## src/rtl/contador_pkg.sv

```systemverilog
// -----------------------------------------------------------------------------
// contador_pkg
// Shared definitions for the contador event-capture path.
//   DEF_WIDTH  : default width of the counter value Q
//   KIND_*     : event tag stored alongside each captured counter value
//   entry_t    : packed capture entry {kind, value} at the default width
//   encode_kind: maps the two rising-edge strobes onto an event tag
// -----------------------------------------------------------------------------
package contador_pkg;

    localparam int DEF_WIDTH = 4;

    localparam logic [1:0] KIND_NONE = 2'b00;
    localparam logic [1:0] KIND_RCO  = 2'b01;
    localparam logic [1:0] KIND_LOAD = 2'b10;
    localparam logic [1:0] KIND_BOTH = 2'b11;

    typedef struct packed {
        logic [1:0]           kind;
        logic [DEF_WIDTH-1:0] value;
    } entry_t;

    // KIND_NONE is only returned when neither edge fired; it is never stored.
    function automatic logic [1:0] encode_kind(input logic rco_rise, input logic load_rise);
        logic [1:0] kind;
        case ({rco_rise, load_rise})
            2'b10:   kind = KIND_RCO;
            2'b01:   kind = KIND_LOAD;
            2'b11:   kind = KIND_BOTH;
            default: kind = KIND_NONE;
        endcase
        return kind;
    endfunction

endpackage

```

## src/rtl/fifo_sinc.sv

```systemverilog
// -----------------------------------------------------------------------------
// fifo_sinc
// Generic single-clock FIFO with a registered head-of-queue output.
//   clk    in  : clock, rising edge
//   reset  in  : synchronous active-high reset
//   clear  in  : synchronous soft clear; discards any push/pop that cycle
//   push   in  : write din (ignored when full unless a pop happens too)
//   din    in  : WIDTH-bit write data
//   pop    in  : remove head entry (ignored when empty)
//   dout   out : head entry, registered; 0 whenever the FIFO is empty
//   level  out : number of occupied entries
//   full   out : level == DEPTH
//   empty  out : level == 0
// -----------------------------------------------------------------------------
module fifo_sinc #(
    parameter int WIDTH = 6,
    parameter int DEPTH = 4
) (
    input  logic                     clk,
    input  logic                     reset,
    input  logic                     clear,
    input  logic                     push,
    input  logic [WIDTH-1:0]         din,
    input  logic                     pop,
    output logic [WIDTH-1:0]         dout,
    output logic [$clog2(DEPTH):0]   level,
    output logic                     full,
    output logic                     empty
);

    localparam int AW = $clog2(DEPTH);
    localparam int LW = AW + 1;
    localparam logic [AW-1:0] PTR_ONE  = AW'(1);
    localparam logic [LW-1:0] LVL_ONE  = LW'(1);
    localparam logic [LW-1:0] LVL_FULL = LW'(DEPTH);

    logic [WIDTH-1:0] mem_r [DEPTH];
    logic [AW-1:0]    wr_ptr_r;
    logic [AW-1:0]    rd_ptr_r;
    logic [LW-1:0]    level_r;
    logic             full_r;
    logic             empty_r;
    logic [WIDTH-1:0] dout_r;

    logic [AW-1:0]    wr_ptr_nxt_s;
    logic [AW-1:0]    rd_ptr_nxt_s;
    logic [LW-1:0]    level_nxt_s;
    logic [WIDTH-1:0] dout_nxt_s;
    logic             do_push_s;
    logic             do_pop_s;

    // A full FIFO still accepts a push when the head leaves in the same cycle.
    assign do_pop_s  = pop & ~empty_r & ~clear;
    assign do_push_s = push & ~clear & (~full_r | do_pop_s);

    // Next pointers, occupancy and the head value visible after this edge.
    always_comb begin
        wr_ptr_nxt_s = wr_ptr_r;
        rd_ptr_nxt_s = rd_ptr_r;
        level_nxt_s  = level_r;
        dout_nxt_s   = {WIDTH{1'b0}};

        if (clear) begin
            wr_ptr_nxt_s = {AW{1'b0}};
            rd_ptr_nxt_s = {AW{1'b0}};
            level_nxt_s  = {LW{1'b0}};
        end else begin
            if (do_push_s) begin
                wr_ptr_nxt_s = wr_ptr_r + PTR_ONE;
            end else begin
                wr_ptr_nxt_s = wr_ptr_r;
            end
            if (do_pop_s) begin
                rd_ptr_nxt_s = rd_ptr_r + PTR_ONE;
            end else begin
                rd_ptr_nxt_s = rd_ptr_r;
            end
            case ({do_push_s, do_pop_s})
                2'b10:   level_nxt_s = level_r + LVL_ONE;
                2'b01:   level_nxt_s = level_r - LVL_ONE;
                default: level_nxt_s = level_r;
            endcase
        end

        // The new head is the entry being written now if it lands exactly at
        // the next read pointer (push into an empty FIFO), otherwise storage.
        if (level_nxt_s == {LW{1'b0}}) begin
            dout_nxt_s = {WIDTH{1'b0}};
        end else if (do_push_s && (wr_ptr_r == rd_ptr_nxt_s)) begin
            dout_nxt_s = din;
        end else begin
            dout_nxt_s = mem_r[rd_ptr_nxt_s];
        end
    end

    // Control state and registered outputs.
    always_ff @(posedge clk) begin
        if (reset) begin
            wr_ptr_r <= {AW{1'b0}};
            rd_ptr_r <= {AW{1'b0}};
            level_r  <= {LW{1'b0}};
            full_r   <= 1'b0;
            empty_r  <= 1'b1;
            dout_r   <= {WIDTH{1'b0}};
        end else begin
            wr_ptr_r <= wr_ptr_nxt_s;
            rd_ptr_r <= rd_ptr_nxt_s;
            level_r  <= level_nxt_s;
            full_r   <= (level_nxt_s == LVL_FULL);
            empty_r  <= (level_nxt_s == {LW{1'b0}});
            dout_r   <= dout_nxt_s;
        end
    end

    // Entry storage; contents need no reset since they are only read when occupied.
    always_ff @(posedge clk) begin
        if (!reset && do_push_s) begin
            mem_r[wr_ptr_r] <= din;
        end
    end

    assign dout  = dout_r;
    assign level = level_r;
    assign full  = full_r;
    assign empty = empty_r;

endmodule

```

## src/rtl/captura_contador.sv

```systemverilog
// -----------------------------------------------------------------------------
// captura_contador
// Captures rising edges of the contador rco/load outputs together with the
// counter value into a small FIFO drained through a valid/ready port.
//   clk       in  : clock, rising edge
//   reset     in  : synchronous active-high reset, overrides everything
//   Q         in  : counter value (WIDTH bits)
//   rco       in  : counter terminal-count output
//   load      in  : counter load indication
//   clear     in  : soft clear of FIFO, ovf and rco_count
//   rd_ready  in  : consumer takes the head entry this cycle
//   rd_valid  out : head entry valid
//   rd_data   out : head entry {kind[1:0], value[WIDTH-1:0]}
//   level     out : occupied entries
//   empty     out : level == 0
//   full      out : level == DEPTH
//   ovf       out : sticky, an event was dropped on a full FIFO
//   rco_count out : saturating count of rco rising edges
// -----------------------------------------------------------------------------
module captura_contador
    import contador_pkg::*;
#(
    parameter int WIDTH = DEF_WIDTH,
    parameter int DEPTH = 4,
    parameter int EVW   = 8
) (
    input  logic                   clk,
    input  logic                   reset,
    input  logic [WIDTH-1:0]       Q,
    input  logic                   rco,
    input  logic                   load,
    input  logic                   clear,
    input  logic                   rd_ready,
    output logic                   rd_valid,
    output logic [WIDTH+1:0]       rd_data,
    output logic [$clog2(DEPTH):0] level,
    output logic                   empty,
    output logic                   full,
    output logic                   ovf,
    output logic [EVW-1:0]         rco_count
);

    localparam logic [EVW-1:0] CNT_ONE = EVW'(1);
    localparam logic [EVW-1:0] CNT_MAX = {EVW{1'b1}};

    logic           rco_q_r;
    logic           load_q_r;
    logic           ovf_r;
    logic [EVW-1:0] rco_count_r;

    logic             rco_rise_s;
    logic             load_rise_s;
    logic             ev_s;
    logic [1:0]       kind_s;
    logic [WIDTH+1:0] entry_s;
    logic             full_s;
    logic             empty_s;
    logic             ovf_set_s;

    assign rco_rise_s  = rco & ~rco_q_r;
    assign load_rise_s = load & ~load_q_r;
    assign ev_s        = rco_rise_s | load_rise_s;
    assign kind_s      = encode_kind(rco_rise_s, load_rise_s);
    assign entry_s     = {kind_s, Q};

    // A full FIFO is never empty, so rd_ready alone decides whether a pop
    // frees a slot for the incoming event.
    assign ovf_set_s = ev_s & full_s & ~rd_ready & ~clear;

    // Edge-detect history; clear leaves it running so a held level does not re-fire.
    always_ff @(posedge clk) begin
        if (reset) begin
            rco_q_r  <= 1'b0;
            load_q_r <= 1'b0;
        end else begin
            rco_q_r  <= rco;
            load_q_r <= load;
        end
    end

    // Sticky overflow flag.
    always_ff @(posedge clk) begin
        if (reset || clear) begin
            ovf_r <= 1'b0;
        end else if (ovf_set_s) begin
            ovf_r <= 1'b1;
        end else begin
            ovf_r <= ovf_r;
        end
    end

    // Saturating rco edge counter; counts edges even when the entry is dropped.
    always_ff @(posedge clk) begin
        if (reset || clear) begin
            rco_count_r <= {EVW{1'b0}};
        end else if (rco_rise_s && (rco_count_r != CNT_MAX)) begin
            rco_count_r <= rco_count_r + CNT_ONE;
        end else begin
            rco_count_r <= rco_count_r;
        end
    end

    fifo_sinc #(
        .WIDTH (WIDTH + 2),
        .DEPTH (DEPTH)
    ) u_fifo (
        .clk   (clk),
        .reset (reset),
        .clear (clear),
        .push  (ev_s),
        .din   (entry_s),
        .pop   (rd_ready),
        .dout  (rd_data),
        .level (level),
        .full  (full_s),
        .empty (empty_s)
    );

    assign rd_valid  = ~empty_s;
    assign empty     = empty_s;
    assign full      = full_s;
    assign ovf       = ovf_r;
    assign rco_count = rco_count_r;

endmodule
```

## config.mk

```make
export PLATFORM = sky130hd
export DESIGN_NAME = captura_contador
export DESIGN_NICKNAME = d
export VERILOG_FILES = /design/src/rtl/contador_pkg.sv /design/src/rtl/fifo_sinc.sv /design/src/rtl/captura_contador.sv
export SDC_FILE = /design/constraint.sdc
export NUM_CORES = 1
export LEC_CHECK = 0
export ABC_AREA = 1
export ABC_CLOCK_PERIOD_IN_PS = 3000
export CAP_MARGIN = 10
export CORE_MARGIN = 8
export CORE_UTILIZATION = 35
export CTS_BUF_LIST = sky130_fd_sc_hd__clkbuf_2 sky130_fd_sc_hd__clkbuf_4 sky130_fd_sc_hd__clkbuf_8
export DETAILED_ROUTE_END_ITERATION = 7
export GPL_ROUTABILITY_DRIVEN = 0
export PLACE_DENSITY = 0.63
export SLEW_MARGIN = 20
export SYNTH_ARGS = -nofsm -noshare
export SYNTH_HDL_FRONTEND = slang
export SYNTH_SLANG_ARGS = --single-unit
```

## constraint.sdc

```tcl
create_clock -name clk -period 3 [get_ports clk]
set_input_delay 0.6 -clock clk [delete_from_list [all_inputs] [get_ports clk]]
set_output_delay 0.6 -clock clk [all_outputs]
set_load 0.005 [all_outputs]
```

**After elaboration in Yosys (flattened, before gate mapping)**

Memories as Yosys holds them, arrays and structs flattened. A register that Yosys moved wholly into a read port is not among the register bits.
Cells that the tools add are included.

- Register bits after elaboration: 20
- Memory bits (writable): 24
- Bits of input ports: 10
- Output and inout port bits: 21
- Word-level logic and storage cells: 53
- Memories kept: 1

Memory list:

| name | words | width | read ports | clocked after Yosys merged registers in | wr ports | RTL line | text |
|---|---|---|---|---|---|---|---|
| u_fifo.mem_r | 4 | 6 | 1 | 1 | 1 | fifo_sinc.sv:37 | `logic [WIDTH-1:0] mem_r [DEPTH];` |

- $add $sub $neg: 5
- Equal/unequal tests: 7
- Multiplexer cells: 7
- Bitwise operators: 17
- Reduce and logical (&&, ||, !) cells: 7

Operator list:

| operator | number |
|---|---|
| AND 1 bit | 9 |
| adder 8 x 1 -> 8 bit, second input constant | 1 |
| inequality test 8 bit, second input constant | 1 |
| equality test 2 bit, second input constant | 3 |
| inverter 1 bit | 6 |
| one-hot mux 2 bit (3 select lines) | 1 |
| one-hot mux 3 bit (2 select lines) | 1 |
| adder 2 x 1 -> 2 bit, second input constant | 2 |
| equality test 2 x 1 -> 1 bit, second input constant | 2 |
| 2-to-1 mux 2 bit | 2 |
| OR reduction 2 bit | 2 |
| adder 3 x 1 -> 3 bit, second input constant | 1 |
| equality test 3 bit, second input constant | 1 |
| logical NOT 3 bit | 1 |
| 2-to-1 mux 3 bit | 1 |
| subtractor 3 x 1 -> 3 bit, second input constant | 1 |
| logical AND 1 bit | 2 |
| 2-to-1 mux 1 bit | 2 |
| bitwise OR 1 bit | 2 |
| logical NOT 1 bit | 1 |
| logical OR 1 bit | 1 |

**Logic depth before layout (Yosys ltp)**

Gate-level depths: netlist (run 1).

- Depth in word-level cells: 10
- Depth in mapped cells: 16
- Depth with buffers taken out: 16

**By module**

A second synthesis (run 1) with hierarchy kept.

- Cells, all modules: 280
- Area total of the unflattened synthesis: 2458.6 um^2

By module, submodules not included:

| module | instances | cells an instance | area each (um^2) | seq. area each (um^2) |
|---|---|---|---|---|
| fifo_sinc | 1 | 196 | 1863.0 | 1021.0 |
| captura_contador | 1 | 84 | 595.6 | 220.2 |

**Worst setup path before layout (run 1)**

OpenSTA, ideal clock, no wires.

- Path kind: input -> register
- From: input port clear
- To: register u_fifo.dout_r[4], in the netlist u_fifo.dout[4], read port of u_fifo.mem_r
- Setup time: 0.064 ns
- Arrival: 2.388 ns
- Data required time: 2.936 ns
- Slack: 0.548 ns
- Stages on the path: 13
- Path buffers: 1
- Cells stage by stage: buf_4 a21oi_2 nand2_1 ha_1 fa_1 nor2_1 nor2_1 o21ai_0 o21ai_0 nand2_1 nand2_1 nand2_1 nor2_1

- Word-level cells in the longest chain between the ends: 9
- Elaborated cells between the ends (all ways): 13
- Those cells by class: eq/ne: 2; mux: 4; bitwise: 5; reduce/logical: 2

RTL lines:

| item | RTL line | text |
|---|---|---|
| from (decl) | captura_contador.sv:32 | `input logic clear,` |
| inverter 1 bit | fifo_sinc.sv:53, fifo_sinc.sv:54 |  |
| AND 1 bit | fifo_sinc.sv:53 | `assign do_pop_s = pop & ~empty_r & ~clear;` |
| bitwise OR 1 bit | fifo_sinc.sv:54 | `assign do_push_s = push & ~clear & (~full_r \| do_pop_s);` |
| AND 1 bit | fifo_sinc.sv:54 |  |
| equality test 2 x 1 -> 1 bit or equality test 2 bit (tied branches) | fifo_sinc.sv:78 | `case ({do_push_s, do_pop_s})` |
| one-hot mux 3 bit (2 select lines) | fifo_sinc.sv:78 |  |
| 2-to-1 mux 3 bit | fifo_sinc.sv:63 | `if (clear) begin` |
| logical NOT 3 bit | fifo_sinc.sv:87 | `if (level_nxt_s == {LW{1'b0}}) begin` |
| OR reduction 2 bit (no source line) | -- |  |
| to (decl) | fifo_sinc.sv:43 | `logic [WIDTH-1:0] dout_r;` |

Parallel ways exist; a longest one is shown, timed or not.
A chain may end at the register's enable or synchronous reset.

**Worst setup path in the final report (run 1)**

- From: input port rco
- To: register u_fifo.dout_r[4], in the netlist u_fifo.dout[4], read port of u_fifo.mem_r

- Word-level cells in the longest chain between the ends: 9
- Elaborated cells between the ends (all ways): 10
- Those cells by class: eq/ne: 2; mux: 2; bitwise: 4; reduce/logical: 2

RTL lines:

| item | RTL line | text |
|---|---|---|
| from (decl) | captura_contador.sv:30 | `input logic rco,` |
| AND 1 bit * | captura_contador.sv:60 | `assign rco_rise_s = rco & ~rco_q_r;` |
| bitwise OR 1 bit * | captura_contador.sv:62 | `assign ev_s = rco_rise_s \| load_rise_s;` |
| AND 1 bit * (2 in series) | fifo_sinc.sv:54 |  |
| equality test 2 x 1 -> 1 bit or equality test 2 bit (tied branches) | fifo_sinc.sv:78 |  |
| one-hot mux 3 bit (2 select lines) * | fifo_sinc.sv:78 |  |
| 2-to-1 mux 3 bit * | fifo_sinc.sv:63 |  |
| logical NOT 3 bit * | fifo_sinc.sv:87 |  |
| OR reduction 2 bit (no source line) * | -- |  |

Every way passes the cells marked *; elsewhere a longest branch is shown, timed or not.

==> run metrics, run 1 <==
status=completed; Sum Neg Setup Slack=0 ns; CP max stage cell=clkdlybuf4s50_1; Synth top area share=a little under a third; Worst Skew=around 0.0086 ns; Min Hold Slack=between 0.4 and 0.5 ns; total gr overflow=0; DRT iter0 DRCs=40; CTS tree=yes; residual DRC count=0; WL met3=between 150 and 200 um; Clock Tree Buf Depth=2; DR pass1 iterations=4; register area=between 1000 and 1500 sq um; Max Slew Vio Count=0; max_slew headroom=65.7%; dpl hpwl=about 3700 um; wire length on met2=around 2400 um; period utilization=between 90% and 100%; worst path bufs/invs=1; final cell count without fillers=between 300 and 400; share of layout cells above drive strength 1=between 10% and 20%; Post-Synthesis Cells=~260; Post-CTS Setup Inserts=0; number of global-route vias before repair=roughly 1700; die width=roughly 100 um; Synth warnings=0; CTS Sinks=50; Layout fillers=approximately 660; FF-to-FF setup slack=just over 0.7 ns; via count=1776; Routed WL=between 4000 and 5000 um; initial antenna violation count=0; final hold violations=0; data arrival time of the critical path=a little under 3 ns; Clk Latency, worst-skew pair=roughly 0.29 ns; Inserted Clock Buffers=5; synth unique cells=32; Initial Util=between 30% and 40%; Clock Pin Slew Worst Setup and Hold Paths=about 0.090 ns; peak supply drop=around 0.19 mV; Met1 Routed Length=about 2300 um; # IOs=31; Syn Nets=approximately 280; worst hold path class=reg -> reg; Post-synth EDFFs=24; hold buffers post-CTS=0; row count=30; first-pass GRT wire length=~8000 um; Internal=~970 uW; Logic pwr share=between 10% and 20%; share of flip-flops with an asynchronous set or reset=0%; unrepaired setup endpoints after global routing=no; die area=between 9000 and 10000 sq um; Seq/Total Area, Yosys=52.8%; Max stage delay on crit path=~0.49 ns; final setup fails=0; Psw=roughly 310 uW; antenna-violating nets left=0; CP endpoint kind=register; synth cell count leaders=nand2_1 (48), inv_1 (39), nor2_1 (36); Setup CP Type=in -> reg; Clk Tree Root Cell=clkbuf_8; post-CTS sizing=0; PnR Total Power=about 1.3 mW; GR Util All Layers=a little over a tenth; Top Layer Used=met4; Leakage=approximately 1.2 nW; CP Cell Sequence=clkdlybuf4s50_1 -> nand2_2 -> a21oi_2 -> nand2_1 -> ha_1 -> fa_1 -> nor2_1 -> nor2_1 -> o21ai_0 -> o21ai_0 -> nand2_1 -> nand2_1 -> nand2_1 -> nor2_1; critical path launch point type=input port; Sw Share=between 20% and 30%; Inst Count DP=roughly 380; die height=between 90 and 100 um; Avg Cell Area, Syn=between 9 and 10 sq um; port bufs=30; Seq pwr share=~58%; final net count=between 300 and 400; fmax=between 300 and 400 MHz; synthesized cell area=between 2000 and 2500 sq um; CP top delay family=adder cells; Top FF cell, synth=dfxtp_1; H-tree Lvls=2; core area=6640 sq um; Multi-input gate area=around 910 sq um; top-count cell post-synth=nand2_1; clock share of power=30.7%; Tmin final=between 2 and 3 ns; MaxCap Viol Count=0; Synth area leaders=edfxtp_1 (31%), dfxtp_1 (22%), nand2_1 (7.7%); pwr dens=approximately 440 nW/um^2; largest area contributor in the netlist=edfxtp_1; area grow syn2layout=23.9%; CP most frequent cell=nand2_1; largest net degree at the start of global routing=25; maximum net fanout on the critical path=7; required time of the critical path=roughly 3.2 ns; WL/cell=approximately 13 um; DR vias/cell=approximately 4.6; Worst-Margin Slew=0.513 ns; Seq cells post-synth=50; n_diodes=0
## placed cells by master (no fill, tap or decap), types with 5 or more instances in the layout
| cell | count |
|---|---|
| nand3b_1 | 5 |
| a21oi_1 | 7 |
| clkdlybuf4s50_1 | 30 |
| nor2_1 | 36 |
| nand4_1 | 5 |
| nand2_1 | 48 |
| o211ai_1 | 7 |
| dfxtp_1 | 26 |
| nand3_1 | 9 |
| clkbuf_8 | 5 |
| nand2_2 | 7 |
| o21ai_0 | 8 |
| ha_1 | 6 |
| buf_4 | 13 |
| inv_1 | 39 |
| edfxtp_1 | 24 |
## worst min-delay path, cell delays in order, from the launching register on
cell and delay (ns):
dfxtp_1 0.33, inv_1 0.05, a21oi_1 0.06
## routing by layer
metal / global-route usage (%) / vias to the layer above
met4: 2.52 / 0
met2: 18.5 / 27
li1: - / 926
met5: 0 / -
met3: 2.77 / 2
met1: 12.1 / 821
## per-stage QoR
step                      area, sq um  setup WS (ns)  utilization, %
final                            2910          0.264            43.8
after global routing             2910         0.0393            43.8
after CTS                        2910          0.235            43.8
after detailed placement         2820        -0.0732            42.5
after global placement           2820         0.0213            42.5
after floorplan                  2350          0.548               -
## path summary, 6_finish.rpt
path | startpoint | endpoint | depth (start not counted)
worst min register to register | ovf | ovf | 2
worst max-delay path | rco | u_fifo.dout[4] | 14
worst max register to register | u_fifo.empty | u_fifo.dout[4] | 14
worst min-delay path | ovf | ovf | 2
## kinds of logic (layout without fill, tap and decap cells)
group / count (synthesis) / count (layout) / share of synthesized area [%]
flops: 50 / 50 / 52.8
xor+xnor: 2 / 2 / 0.746
compound gates: 30 / 30 / 7.83
simple gates: 123 / 123 / 26.1
fa+ha+maj: 7 / 7 / 4.05
buf+inv: 47 / 95 / 8.47
## flip-flops by register name (all words and copies together), names as in the netlist, 2 cells and up
signal and count:
u_fifo.mem_r 24, rco_count 8, u_fifo.dout 6, u_fifo.level 3, u_fifo.rd_ptr_r 2, u_fifo.wr_ptr_r 2
## power by group through the flow
| stage | clock, mW | combinational [mW] | sequential (mW) |
|---|---|---|---|
| CTS | 0.405 | 0.151 | 0.740 |
| detailed placement | 0 | 0.151 | 0.756 |
| global placement | 0 | 0.149 | 0.755 |
| global route | 0.432 | 0.166 | 0.742 |
| floorplan | 0 | 0.0813 | 0.756 |
| finish | 0.394 | 0.148 | 0.740 |
## layout make-up
| type | instances | share of cell area (%) |
|---|---|---|
| timing repair buffer | 43 | 13.7 |
| tap | 80 | 3.44 |
| clock inverter | 2 | 0.473 |
| clock buffer | 6 | 2.62 |
| inverter | 44 | 5.93 |
| multi-input combinational | 162 | 31.2 |
| sequential | 50 | 42.6 |
No activity file was read; power rests on OpenSTA's default activity.
==> run 2, diff against run 1 <==
--- a/config.mk
+++ b/config.mk
@@ -6,7 +6,7 @@
 export NUM_CORES = 1
 export LEC_CHECK = 0
 export ABC_AREA = 1
-export ABC_CLOCK_PERIOD_IN_PS = 3000
+export ABC_CLOCK_PERIOD_IN_PS = 2610
 export CAP_MARGIN = 10
 export CORE_MARGIN = 8
 export CORE_UTILIZATION = 35
==> constraint.sdc (replaced) <==
create_clock -name clk -period 2.61 [get_ports clk]
set_input_delay 0.522 -clock clk [delete_from_list [all_inputs] [get_ports clk]]
set_output_delay 0.522 -clock clk [all_outputs]
set_load 0.005 [all_outputs]
==> run 2 against run 1 <==
  * Clock-buffer cell count fell by 1
  * Critical endpoint unchanged
  * Via count is 4.3% higher
  * Routed wire length increased by 3.1%
  * Clock power grew 44%
  * Core utilization rose by 1.6 points
  * Largest power group unchanged
  * Critical path depth did not move
  * Power increased by 25%
==> run metrics, run 2 (same netlist as run 1, synthesis figures left out) <==
Leakage=~1.3 nW; # IOs=31; CTS tree=yes; unrepaired setup endpoints after global routing=no; CTS Sinks=50; Clock Tree Buf Depth=2; commonest non-fill, non-tap cell in the layout=nand2_1; DR pass1 iterations=4; final setup fails=0; residual DRC count=0; Max Slew Vio Count=0; Worst-Margin Slew=roughly 0.37 ns; Routed WL=around 5100 um; Initial Util=35.4%; die width=97.9 um; first-pass GRT wire length=between 8000 and 9000 um; via count=1853; number of global-route vias before repair=1899; MaxCap Viol Count=0; row count=30; area grow syn2layout=28.4%; FF-to-FF setup slack=0.48 ns; DRT iter0 DRCs=63; CP endpoint kind=register; met2 Usage GRT=19.1%; Logic pwr share=a little under an eighth; WL/cell=12.9 um; die height=around 100 um; Hold Path Stages=3; Clk Latency, worst-skew pair=between 0.3 and 0.4 ns; final hold violations=0; n_diodes=0; Biggest register=u_fifo.mem_r; critical path launch point type=register; Psw=387 uW; max_slew headroom=approximately 76%; maximum net fanout on the critical path=7; Clock Pin Slew Worst Setup and Hold Paths=about 0.10 ns; max FFs per register=24; Tmin final=2.13 ns; met3 Resource Use GR=about 3.1%; busiest grt layer=met2; clock share of power=a little over a third; share of layout cells above drive strength 1=17.9%; data arrival time of the critical path=around 2.4 ns; port bufs=30; final net count=329; period utilization=just over 80%; grt met1 use=about an eighth; commonest cells after routing, fill and taps aside=nand2_1 (45), inv_1 (39), nor2_1 (36); register area=between 1000 and 1500 sq um; DR vias/cell=between 4 and 5; required time of the critical path=2.86 ns; Sw Share=around a quarter; GR Util All Layers=about 11%; worst hold path class=in -> reg; core area=6640 sq um; Layout fillers=roughly 660; hold buffers post-CTS=0; Seq pwr share=52.9%; H-tree Lvls=2; Clk Tree Root Cell=clkbuf_8; Final Instance Area=between 3000 and 4000 sq um; pwr dens=532 nW/um^2; Internal=1.22 mW; die area=~9600 sq um; fmax=between 400 and 500 MHz; Inserted Clock Buffers=5; peak supply drop=0.237 mV; Placed Area=around 2900 sq um; Min Hold Slack=0.469 ns; cells on worst reg2reg path=14; status=completed; Multi-input gate area=935 sq um; dpl hpwl=3750 um; Worst Skew=between 0.004 and 0.005 ns; Post-CTS Setup Inserts=0; antenna-violating nets left=0; Setup CP Type=reg -> reg; initial antenna violation count=0; total gr overflow=0; largest net degree at the start of global routing=25
run 2: changes by cell type in the layout (fill, tap and decap cells not counted), moves of 2 or more:
cell / change
buf_4: +6
clkdlybuf4s50_1: -4
nand2_1: -3
dlymetal6s2s_1: +4
nand2_2: +2
run 2: worst paths after layout:
path         startpoint        endpoint
max            load_q_r  u_fifo.dout[4]
min reg2reg         ovf             ovf
max reg2reg    load_q_r  u_fifo.dout[4]
min                load        load_q_r
run 2: final cells by class:
class                           count  share of cell area [%]
Clock buffer                        5                    2.28
Clock inverter                      3                    1.58
Inverter                           44                    5.72
Multi-Input combinational cell    162                    31.0
Sequential cell                    50                    41.1
Tap cell                           80                    3.32
Timing Repair Buffer               49                    15.0
run 2: timing repair:
item	in CTS	in global routing
setup endpoints to repair	3	9
resized for setup	1	11
pin swaps	0	5
run 2: per-layer routing:
| metal | wire (um) | part of all wire [%] | up-vias |
|---|---|---|---|
| met5 | 0 | 0 | - |
| met4 | 76 | 1.5 | 0 |
| met3 | 282 | 5.6 | 8 |
| met2 | 2440 | 48 | 45 |
| met1 | 2280 | 45 | 860 |
| li1 | - | - | 940 |
run 2: power by group through the flow:
stage	Sequential [mW]	Combinational (mW)	Clock (mW)
2_1_floorplan	0.869	0.0935	0
3_3_place_gp	0.868	0.182	0
3_5_place_dp	0.868	0.184	0
4_1_cts	0.850	0.186	0.586
5_1_grt	0.853	0.210	0.611
6_report	0.850	0.186	0.569
run 2: critical path: stages, from the launching register on:
cell,delay [ns]
dfxtp_1,0.31
inv_1,0.05
nand2_2,0.06
a21oi_4,0.17
nand2_2,0.07
ha_2,0.20
fa_2,0.52
nor2_1,0.04
nor2_1,0.06
o21ai_0,0.10
o21ai_1,0.12
nand2_1,0.11
nand2_4,0.10
nand2_1,0.06
nor2_1,0.09
run 2: metrics by stage:
| stage | util [%] | cells | setup TNS (ns) | worst slack, ns | total power, mW |
|---|---|---|---|---|---|
| floorplan | - | 259 | 0 | 0.236 | 0.962 |
| global placement | 43.1 | 385 | -2.14 | -0.288 | 1.05 |
| detailed placement | 43.1 | 385 | -2.56 | -0.346 | 1.05 |
| CTS | 44.9 | 393 | 0 | 0.0393 | 1.62 |
| global route | 45.4 | 393 | 0 | 0.245 | 1.67 |
| finish | 45.4 | 393 | 0 | 0.479 | 1.61 |
==> edit: new RTL, config.mk and constraints of run 2 <==
Register the output `level`, with the module's reset; this adds one clock of latency there. The other outputs are not delayed to match.
--- a/src/rtl/captura_contador.sv
+++ b/src/rtl/captura_contador.sv
@@ -42,6 +42,8 @@
 
     localparam logic [EVW-1:0] CNT_ONE = EVW'(1);
     localparam logic [EVW-1:0] CNT_MAX = {EVW{1'b1}};
+
+    logic [$clog2(DEPTH):0] level_d;
 
     logic           rco_q_r;
     logic           load_q_r;
@@ -111,7 +113,7 @@
         .din   (entry_s),
         .pop   (rd_ready),
         .dout  (rd_data),
-        .level (level),
+        .level (level_d),
         .full  (full_s),
         .empty (empty_s)
     );
@@ -122,4 +124,12 @@
     assign ovf       = ovf_r;
     assign rco_count = rco_count_r;
 
+    always_ff @(posedge clk) begin
+        if (reset) begin
+            level <= '0;
+        end else begin
+            level <= level_d;
+        end
+    end
+
 endmodule
Formal check against the unedited RTL: not equivalent (a bounded check fails within 4 cycles, from zero or initial values and one cycle with reset high).
==> edit against run 2 <==
- area after synthesis is 1.4% higher
- final area is 0.91% higher
- setup slack worse by 320 ps
- largest cell class unchanged
- sequential share of layout area is 1.6 points higher
- highest routed layer unchanged
- first-iteration DRC count is 17% higher
- wire length is 1.0% higher
- power is 1.9% higher
- sequential cell count is 3 higher
==> edit: results <==
[power]
internal-power_w = 0.00127
power.leakage_nw = 1.26
ir_worst_vdd_mv = 0.306
seq_power_share_pct = 55.0

[worst_setup_path]
setup.worst_path.start = load
rr_worst_depth = 12
path_max_fanout = 5
r2r-start = u_fifo.empty
r2r_slack_ps = 460

[min_path]
min_path_cells = 2
hold_class = reg -> reg
hp-start = ovf

[status]
status = finished clean

[synthesis]
synth_fp_nets = 282
synth-seq-area-share_pct = 54.6
synth_fa_ha_area_share_pct = 3.99
synth.distinct_cells = 30
synth-compound-area-share_pct = 5.98
yosys-top-cells-area = edfxtp_1 30%, dfxtp_1 24%, nand2_1 7.6%
netlist_top_cells_count = 48 x nand2_1, 43 x inv_1, 30 x nor2_1, 29 x dfxtp_1, 24 x edfxtp_1
synthXorXnorAreaFrac_pct = 1.84

[routing]
wl_met1_um = 2520
drt_iter0_markers = 74
route.met2.wl_um = 2270
routed_via_density = 4.54
firstDrtPassIters = 5
wl_met3_um = 252
wl_um = 5120

[global_routing]
grtUsageTotal_pct = 11.2
use_met3_pct = 3.66
grt_pass1_wl_um = 8740
grt_max_degree = 19
grt_use_met2_pct = 18.2
grt_pass1_vias = 1835
use_met1_pct = 13.5

[layout]
largest_register_ffs = 24
fin_nets = 337
drive_gt1_share_pct = 17.8

[cts]
cts_buffers = 5

[place]
pre_cts_ws_ps = -308
hpwl_um = 3740
place_area_um2 = 2920
port_buffers = 30

[timing]
fin_skew_ps = 13.1
final.period_utilization_pct = 93.9
slew_headroom_pct = 76.2
drv_slew = 0
[edit: changes by cell type in the layout (fill, tap and decap cells not counted), sizes merged, moves of 3 or more]
cell | before | now
nor2 | 40 | 33
inv | 44 | 48
clkdlybuf4s50 | 26 | 30
a21oi | 9 | 14
o21ai | 11 | 7
o211ai | 7 | 4
xnor2 | 0 | 3
or2 | 1 | 4
nand3 | 13 | 17
dlymetal6s2s | 4 | 0
dfxtp | 26 | 29
nand4 | 5 | 10
[edit: layout make-up]
| type | count | area [µm²] |
|---|---|---|
| Timing Repair Buffer | 51 | 458 |
| Tap cell | 80 | 100 |
| Sequential cell | 53 | 1300 |
| Clock buffer | 6 | 76.3 |
| Multi-Input combinational cell | 161 | 896 |
| Inverter | 48 | 180 |
| Clock inverter | 2 | 33.8 |
| Fill cell | 649 | 3640 |
[edit: metrics by stage]
step	hold WS (ps)	instances	power [W]	setup TNS, ps	util [%]
2_1_floorplan	427	265	0.00101	0	-
3_3_place_gp	444	393	0.00110	-1740	43.7
3_5_place_dp	450	393	0.00110	-2210	43.7
4_1_cts	471	401	0.00165	0	45.4
5_1_grt	493	401	0.00171	0	45.6
6_report	464	401	0.00163	0	45.6
[edit: worst max-delay path, stage by stage]
cell and delay, ps:
clkdlybuf4s50_1 490, nand2_2 90, a21oi_2 190, nand2_2 80
ha_2 210, fa_2 520, o21ai_1 80, o21ai_0 120
nand2_1 100, nand2_2 120, inv_2 50, a21oi_1 110
[edit: final timing paths]
path	end
setup / recovery	u_fifo.dout[0]
hold / removal	ovf
setup reg to reg	u_fifo.dout[0]
hold reg to reg	ovf
[edit: timing repair]
action / CTS / global route
resized for setup: 0 / 7
hold buffers: 0 / 0
setup endpoints to repair: 0 / 9
